File: config.mk
export PLATFORM = sky130hd
export DESIGN_NAME = snitch_mem_adapter
export DESIGN_NICKNAME = d
export VERILOG_FILES = /design/src/rtl/snitch_pkg.sv /design/src/rtl/snitch_sync_fifo.sv /design/src/rtl/snitch_mem_adapter.sv
export SDC_FILE = /design/constraint.sdc
export NUM_CORES = 1
export LEC_CHECK = 0
export BUFFER_PORTS_ARGS = -buffer_cell sky130_fd_sc_hd__buf_2
export CAP_MARGIN = 20
export CORE_ASPECT_RATIO = 2
export CORE_MARGIN = 1
export CORE_UTILIZATION = 30
export DETAILED_ROUTE_END_ITERATION = 10
export MAX_ROUTING_LAYER = met4
export PLACE_DENSITY = 0.58
export SETUP_SLACK_MARGIN = 0.2
export SYNTH_ARGS = -nofsm -noshare
export SYNTH_HDL_FRONTEND = slang
export SYNTH_SLANG_ARGS = --single-unit
File: constraint.sdc
create_clock -name clk_i -period 5.7 [get_ports clk_i]
set_input_delay 1.14 -clock clk_i [delete_from_list [all_inputs] [get_ports clk_i]]
set_output_delay 1.14 -clock clk_i [all_outputs]
set_load 0.005 [all_outputs]
File: src/rtl/snitch_pkg.sv
// Shared Snitch data-port payload types and default widths.
package snitch_pkg;

   localparam int unsigned DataWidth = 32;
   localparam int unsigned AddrWidth = 32;
   localparam int unsigned StrbWidth = DataWidth / 8;

   typedef struct packed {
      logic [AddrWidth-1:0] addr;
      logic                 write;
      logic [DataWidth-1:0] data;
      logic [StrbWidth-1:0] strb;
   } dreq_t;

   typedef struct packed {
      logic [DataWidth-1:0] data;
      logic                 write;
      logic                 error;
   } dresp_t;

endpackage

File: src/rtl/snitch_sync_fifo.sv
// Fall-through synchronous FIFO: a pushed entry is visible on data_o in the same cycle.
module snitch_sync_fifo #(
   parameter int unsigned DEPTH = 4,
   parameter type         T     = logic
) (
   input  logic clk_i,
   input  logic rst_i,
   input  logic push_i,
   input  T     data_i,
   output logic valid_o,
   input  logic pop_i,
   output T     data_o
);

   localparam int unsigned PtrW = (DEPTH > 1) ? $clog2(DEPTH) : 1;
   localparam int unsigned CntW = $clog2(DEPTH + 1);

   T                mem_q [DEPTH];
   logic [PtrW-1:0] wr_ptr_q;
   logic [PtrW-1:0] rd_ptr_q;
   logic [CntW-1:0] cnt_q;
   logic            empty;
   logic            full;
   logic            bypass;
   logic            store;
   logic            drain;

   function automatic logic [PtrW-1:0] ptr_inc(input logic [PtrW-1:0] ptr);
      return (ptr == PtrW'(DEPTH - 1)) ? '0 : ptr + PtrW'(1);
   endfunction

   assign empty   = (cnt_q == '0);
   assign full    = (cnt_q == CntW'(DEPTH));
   assign valid_o = !empty || push_i;
   assign data_o  = empty ? data_i : mem_q[rd_ptr_q];

   // Push into an empty FIFO that is popped in the same cycle never gets stored.
   assign bypass = empty && push_i && pop_i;
   assign store  = push_i && !bypass;
   assign drain  = pop_i && !empty;

   always_ff @(posedge clk_i) begin
      if (rst_i) begin
         wr_ptr_q <= '0;
         rd_ptr_q <= '0;
         cnt_q    <= '0;
      end else begin
         if (store) begin
            wr_ptr_q <= ptr_inc(wr_ptr_q);
         end
         if (drain) begin
            rd_ptr_q <= ptr_inc(rd_ptr_q);
         end
         if (store && !drain) begin
            cnt_q <= cnt_q + CntW'(1);
         end else if (drain && !store) begin
            cnt_q <= cnt_q - CntW'(1);
         end
      end
   end

   always_ff @(posedge clk_i) begin
      if (store) begin
         mem_q[wr_ptr_q] <= data_i;
      end
   end

   always_ff @(posedge clk_i) begin
      if (!rst_i) begin
         assert (!(push_i && full && !pop_i));
      end
   end

endmodule

File: src/rtl/snitch_mem_adapter.sv
// Bridges a valid/ready data request stream onto a fixed-latency SRAM bank and
// returns in-order single-beat responses through a fall-through buffer.
module snitch_mem_adapter
   import snitch_pkg::*;
#(
   parameter type                   req_t        = snitch_pkg::dreq_t,
   parameter type                   resp_t       = snitch_pkg::dresp_t,
   parameter int unsigned           DataWidth    = snitch_pkg::DataWidth,
   parameter int unsigned           NumWords     = 1024,
   parameter int unsigned           MemLatency   = 1,
   parameter int unsigned           RespDepth    = 4,
   localparam int unsigned          StrbWidth    = DataWidth / 8,
   localparam int unsigned          MemAddrWidth = $clog2(NumWords)
) (
   input  logic                    clk_i,
   input  logic                    rst_i,
   input  req_t                    req_payload_i,
   input  logic                    req_valid_i,
   output logic                    req_ready_o,
   output resp_t                   resp_payload_o,
   output logic                    resp_last_o,
   output logic                    resp_valid_o,
   input  logic                    resp_ready_i,
   output logic                    mem_req_o,
   output logic                    mem_we_o,
   output logic [MemAddrWidth-1:0] mem_addr_o,
   output logic [DataWidth-1:0]    mem_wdata_o,
   output logic [StrbWidth-1:0]    mem_be_o,
   input  logic [DataWidth-1:0]    mem_rdata_i
);

   localparam int unsigned OffW = $clog2(StrbWidth);
   localparam int unsigned CntW = $clog2(RespDepth + 1);

   if (MemLatency < 1) begin : gen_bad_latency
      $error("snitch_mem_adapter: MemLatency must be at least 1");
   end
   if (RespDepth < MemLatency) begin : gen_bad_depth
      $error("snitch_mem_adapter: RespDepth must be >= MemLatency");
   end

   logic [AddrWidth-1:0]  word_idx;
   logic                  in_range;
   logic                  accept;
   logic                  pop;
   logic                  fifo_valid;
   logic                  fifo_push;
   resp_t                 fifo_wdata;
   logic [CntW-1:0]       outstanding_q;
   logic [CntW-1:0]       outstanding_d;
   logic [MemLatency-1:0] pipe_valid_q;
   logic [MemLatency-1:0] pipe_write_q;
   logic [MemLatency-1:0] pipe_error_q;

   assign word_idx = req_payload_i.addr >> OffW;
   assign in_range = (word_idx < AddrWidth'(NumWords));

   // Space is guaranteed when an entry leaves in the same cycle one is accepted.
   assign pop          = resp_valid_o && resp_ready_i;
   assign req_ready_o  = rst_i || (outstanding_q < CntW'(RespDepth)) || pop;
   assign accept       = req_valid_i && req_ready_o && !rst_i;
   assign resp_valid_o = fifo_valid && !rst_i;
   assign resp_last_o  = 1'b1;

   assign mem_req_o   = accept && in_range;
   assign mem_we_o    = req_payload_i.write;
   assign mem_addr_o  = word_idx[MemAddrWidth-1:0];
   assign mem_wdata_o = req_payload_i.data;
   assign mem_be_o    = req_payload_i.strb;

   always_comb begin
      outstanding_d = outstanding_q;
      if (accept && !pop) begin
         outstanding_d = outstanding_q + CntW'(1);
      end else if (pop && !accept) begin
         outstanding_d = outstanding_q - CntW'(1);
      end
   end

   always_ff @(posedge clk_i) begin
      if (rst_i) begin
         outstanding_q <= '0;
      end else begin
         outstanding_q <= outstanding_d;
      end
   end

   // Stage MemLatency-1 lines up with the SRAM read data of the same request.
   always_ff @(posedge clk_i) begin
      if (rst_i) begin
         pipe_valid_q <= '0;
      end else begin
         pipe_valid_q[0] <= accept;
         for (int unsigned i = 1; i < MemLatency; i++) begin
            pipe_valid_q[i] <= pipe_valid_q[i-1];
         end
      end
   end

   always_ff @(posedge clk_i) begin
      pipe_write_q[0] <= req_payload_i.write;
      pipe_error_q[0] <= !in_range;
      for (int unsigned i = 1; i < MemLatency; i++) begin
         pipe_write_q[i] <= pipe_write_q[i-1];
         pipe_error_q[i] <= pipe_error_q[i-1];
      end
   end

   assign fifo_push = pipe_valid_q[MemLatency-1];

   always_comb begin
      fifo_wdata       = '0;
      fifo_wdata.write = pipe_write_q[MemLatency-1];
      fifo_wdata.error = pipe_error_q[MemLatency-1];
      if (!pipe_write_q[MemLatency-1] && !pipe_error_q[MemLatency-1]) begin
         fifo_wdata.data = mem_rdata_i;
      end
   end

   snitch_sync_fifo #(
      .DEPTH (RespDepth),
      .T     (resp_t)
   ) u_resp_fifo (
      .clk_i   (clk_i),
      .rst_i   (rst_i),
      .push_i  (fifo_push),
      .data_i  (fifo_wdata),
      .valid_o (fifo_valid),
      .pop_i   (pop),
      .data_o  (resp_payload_o)
   );

endmodule
======== After elaboration in Yosys (flattened, before gate mapping) ========
Memory sizes are Yosys's and may differ from the RTL's. A register that Yosys moved wholly into a read port is not among the register bits.
Cells that the tools add are included.
word-level totals
  flip-flop bits (word level) ............. 13
  RAM bits ................................ 136
  word-level logic and storage cells ...... 60
  output and inout port bits .............. 85
  memories kept ........................... 1
memories
  name               words  width  rd ports  clocked after memory_dff  wr ports  RTL line                RTL
  u_resp_fifo.mem_q  4      34     1         1                         1         snitch_sync_fifo.sv:18  T mem_q [DEPTH];
cells by class
  multiplexer cells ....................... 12
  equal/unequal tests ..................... 2
  reduce and logical (&&, ||, !) cells .... 30
  order comparisons ....................... 2
  add/subtract/negate cells ............... 6
operator list
  operator                                                                 number
  34-bit 2-to-1 mux                                                        1
  32-bit 2-to-1 mux                                                        1
  30-bit by 11-bit < comparator with 1-bit output (second input constant)  1
  1-bit logical AND                                                        14
  3-bit 2-to-1 mux                                                         4
  1-bit zero test                                                          10
  2-bit 2-to-1 mux                                                         4
  3-bit by 1-bit adder with 3-bit output (second input constant)           2
  3-bit by 1-bit subtractor with 3-bit output (second input constant)      2
  2-bit by 1-bit adder with 2-bit output (second input constant)           2
  2-bit equality test (second input constant)                              2
  2-bit nonzero test                                                       2
  3-bit zero test                                                          1
  1-bit logical OR                                                         3
  3-bit < comparator (second input constant)                               1
  1-bit 2-to-1 mux                                                         2

======== Depth between registers and ports, before layout ========
  depth after elaboration ................. 12
  depth in mapped cells ................... 10
  mapped depth without buffers ............ 9

======== By module ========
Synthesis repeated with hierarchy kept, for this count alone.
second synthesis, totals
  cell total of the unflattened synthesis .. 387
  area total of the unflattened synthesis .. 6720.2 µm²
by module, submodules not included
  module              seq. area each (µm²)  cells an instance  area an instance (µm²)  instances
  snitch_sync_fifo    4264.1                269                5831.8                  1
  snitch_mem_adapter  120.1                 118                888.4                   1

======== Worst setup path after synthesis ========
Ideal clock, no wire load.
  path kind ............................... input-to-output
  start ................................... input req_payload_i[57] (netlist bit)
  end ..................................... output mem_req_o
  data arrival time ....................... 1.956 ns
  cell stages on the path ................. 3
  slack ................................... 2.604 ns
  buffers on the path ..................... 0
  cell sequence ........................... nor4_1 > nand3_1 > a2111oi_0
on the way
  longest elaborated chain between the ends .. 2
RTL lines
  item                                             RTL line                  RTL
  start: declaration                               snitch_mem_adapter.sv:17  input req_t req_payload_i,
  30-bit by 11-bit < comparator with 1-bit output  snitch_mem_adapter.sv:56  assign in_range = (word_idx < AddrWidth'(NumWords));
  1-bit logical AND                                snitch_mem_adapter.sv:65  assign mem_req_o = accept && in_range;
  end: declaration                                 snitch_mem_adapter.sv:24  output logic mem_req_o,
No other way between the ends.

==> impl_summary.log <==
INFO  metric groute.layer.met3.usage = 0.0365
INFO  metric worst_setup_path_endpoint = resp_payload_o[26]
INFO  metric ant_nets = 0
INFO  metric avgViaCountPerCell = 4.67
INFO  metric layout.filler_cells = 2,093
INFO  metric share_of_synthesized_area_occupied_by_flip_flops_and_latches = 0.641
INFO  metric grt_pass1_wl = 21,500 µm
INFO  metric cp_max_fo = 19
INFO  metric post-route-worst-setup-slack = 1.96 ns
INFO  metric globalRoute.totalOverflow = 0
INFO  metric post_synth_instance_area = 6840 µm²
INFO  metric cp_data_required_time = 4.56 ns
INFO  metric timing.final.crit_period = 3.74 ns
INFO  metric fin_skew = 0.00711 ns
INFO  metric insertion_delay_of_the_later_clocked_pin_in_the_worst_skew_pair = 0.43 ns
INFO  metric routed_wire_length_per_instance = 18.9 µm
INFO  metric firstDrtPassIters = 4
INFO  metric yosys_warnings = 0
INFO  metric clockBufferDepth = 2
INFO  metric finalWirelength = 13,900 µm
INFO  metric global_route.usage.met1 = 0.126
INFO  metric boundary_pin_count = 190
INFO  metric die_y = 216 µm
INFO  metric number_of_buffers_inserted_by_port_buffering = 94
INFO  metric gr-max-usage-layer = met2
INFO  metric crit_path_start_kind = register
INFO  metric max_slew_margin = 0.319
INFO  metric grt_pass1_vias = 3,832
INFO  metric setup_viol = 0
INFO  metric holdBufCountCts = 0
INFO  metric cts-resized-gates = 0
INFO  metric grt_antenna_before_repair = 1
INFO  metric initial_core_utilization = 0.307
INFO  metric tightestPinTransition = between 1 and 1.5 ns
INFO  metric ys_ff_latch = 151
INFO  metric power.static_leakage = about 2.7 nW
INFO  metric worst_ir_drop_vdd = 333 µV
INFO  metric layout.cells.most_common_list = 136 x sky130_fd_sc_hd__edfxtp_1, 94 x sky130_fd_sc_hd__buf_2, 34 x sky130_fd_sc_hd__mux4_2
INFO  metric cts_root_buffer = sky130_fd_sc_hd__clkbuf_16
INFO  metric globalRouteMet2Util = 0.230
INFO  metric slew_viol_final = 0
INFO  metric grt_start_max_net_pins = 40
INFO  metric netlist.area_leader.share = 0.597
INFO  metric final_net_count = 556
INFO  metric r2r-start = u_resp_fifo.cnt_q[0]$_SDFFE_PP0P_
INFO  metric synth_area_per_cell = 17.5 µm²
INFO  metric unrepaired_setup_endpoints_after_global_routing = false
INFO  metric netlist_instances = roughly 390
INFO  metric achievable-frequency = 267 MHz
INFO  metric cellPowerDensity = 433 nW/µm²
INFO  metric synth.area.top_cells = sky130_fd_sc_hd__edfxtp_1 60%, sky130_fd_sc_hd__mux4_2 11%, sky130_fd_sc_hd__mux2_4 6.1%
INFO  metric critical_path_arrival = 2.60 ns
INFO  metric distinct_cell_type_count_after_synthesis = 38
INFO  metric area.growth.synth_to_final = 13.6%
INFO  metric clkSlewWorstSetupHoldPaths = around 0.06 ns
INFO  metric critical_path.endpoint_type = output port
INFO  metric layout_worst_path_cycle_share = 0.656
INFO  metric globalRouteTotalUtil = 0.133
INFO  metric hold_violations = 0
INFO  metric clock_tree.htree_level_count = 4
INFO  metric fp.dieArea = 23,500 µm²
INFO  metric status = finished clean
INFO  metric first_iter_violations = 91
INFO  metric rrSetupSlack = ~2.7 ns
INFO  metric proportion_of_layout_cells_with_a_drive_suffix_above_1 = 0.440
INFO  metric postCtsSetupBuffers = 0
INFO  metric rows = 77
INFO  metric placeableCoreArea = roughly 22,000 µm²
INFO  metric cts_tree = done
INFO  metric dieWidth = 109 µm
INFO  metric drc_errors = 0
INFO  metric dp_slack = between 2 and 2.5 ns
INFO  metric holdCritPathClass = reg -> reg
INFO  metric post-dp-hpwl = 8970 µm
INFO  metric tritoncts_num_sinks = 151
INFO  metric timing.max_cap.violations = 0
INFO  metric cts-buffers-inserted = 17
INFO  metric terminus_of_the_critical_flop_to_flop_path = outstanding_q[2]$_SDFFE_PP0P_
INFO  metric totalNegativeSetupSlack = 0 ns
INFO  metric r2r_cells = 9
INFO  metric gp_congestion = 0.665
INFO  metric num_vias = 3,420
INFO  metric synth_fp_nets = just over 500
INFO  metric largest_area_contributor_in_the_netlist = sky130_fd_sc_hd__edfxtp_1
INFO  metric timing.setup.critical_path_class = reg -> out
INFO  metric mostFrequentLayoutCell = sky130_fd_sc_hd__edfxtp_1
[layout make-up]
type | count | area (µm²) | share of cell area
Antenna cell | 1 | 2.50 | 0.000322
Clock buffer | 23 | 468 | 0.0602
Clock inverter | 9 | 125 | 0.0161
Inverter | 5 | 18.8 | 0.00241
Multi-Input combinational cell | 171 | 1940 | 0.250
Sequential cell | 151 | 4390 | 0.564
Tap cell | 276 | 345 | 0.0444
Timing Repair Buffer | 96 | 485 | 0.0624
[cells by family after synthesis]
group                      count (synthesis)  share of synthesized area
adders and majority gates                  9                     0.0187
AOI/OAI and AO/OA                         17                     0.0150
and+or+nand+nor                           72                     0.0607
xor gates and xnor gates                   4                    0.00512
DFF                                      151                      0.641
buffers and inverters                     69                     0.0764
other                                      1                   0.000548
muxes                                     68                      0.183
[state kept, by name (all words and copies together), names as in the netlist, named ones only]
name	cells
fifo_push	1
outstanding_q	3
pipe_error_q	1
pipe_write_q	1
u_resp_fifo.cnt_q	3
u_resp_fifo.mem_q	136
u_resp_fifo.rd_ptr_q	2
u_resp_fifo.wr_ptr_q	2
[worst max-delay path, cell delays in order, from the launching register on]
cell	delay, ns
sky130_fd_sc_hd__dfxtp_2	0.71
sky130_fd_sc_hd__buf_4	0.48
sky130_fd_sc_hd__mux4_2	0.56
sky130_fd_sc_hd__mux2_4	0.27
sky130_fd_sc_hd__buf_2	0.14
[layer usage]
layer  vias up  share of wire
met1      1716           0.36
met4         0          0.048
met3        54          0.046
li1       1553              -
met5         -              0
met2        97           0.55
[Yosys cell counts (all sizes together)]
library cell / instances
or4b: 1
o21ai: 7
clkbuf: 5
conb: 1
nor2b: 1
or2: 1
ha: 7
nor2: 7
buf: 59
nor4: 5
xor2: 4
a21boi: 1
nor3: 1
or4: 1
nand2b: 1
nand2: 10
a21oi: 6
and2: 36
mux2: 32
mux4: 34
or3: 4
mux2i: 2
and4: 1
fa: 2
inv: 5
a31o: 1
edfxtp: 136
a2111oi: 1
nand3: 3
dfxtp: 15
a211o: 1
[worst min path at each step]
stage,from,endpoint,slack [ns],depth (start not counted)
floorplan,outstanding_q[2]$_SDFFE_PP0P_,fifo_push$_SDFF_PP0_,0.46,1
global placement,u_resp_fifo.rd_ptr_q[1]$_SDFFE_PP0P_,register,0.47,2
CTS,outstanding_q[2]$_SDFFE_PP0P_,fifo_push$_SDFF_PP0_,0.51,1
finish,outstanding_q[2]$_SDFFE_PP0P_,fifo_push$_SDFF_PP0_,0.51,1
detailed placement,outstanding_q[2]$_SDFFE_PP0P_,fifo_push$_SDFF_PP0_,0.50,1
global route,u_resp_fifo.rd_ptr_q[0]$_SDFFE_PP0P_,register,0.55,2
[metrics by stage]
step	utilization	hold WS [ns]	total power, W	cells	area (µm²)
after detailed placement	0.323	0.501	0.00231	699	7180
final	0.349	0.509	0.00337	732	7770
after CTS	0.349	0.515	0.00343	731	7770
after global routing	0.349	0.553	0.00354	732	7770
after global placement	0.323	0.474	0.00229	699	7180
after floorplan	-	0.461	0.00207	391	6840
[report_power, final]
part,internal [W],leakage [nW],switching (W)
combinational,0.000497,1.15,0.000428
clock,0.000708,0.287,0.000411
sequential,0.00127,1.28,0.0000587
(Power assumes the default switching activity.)
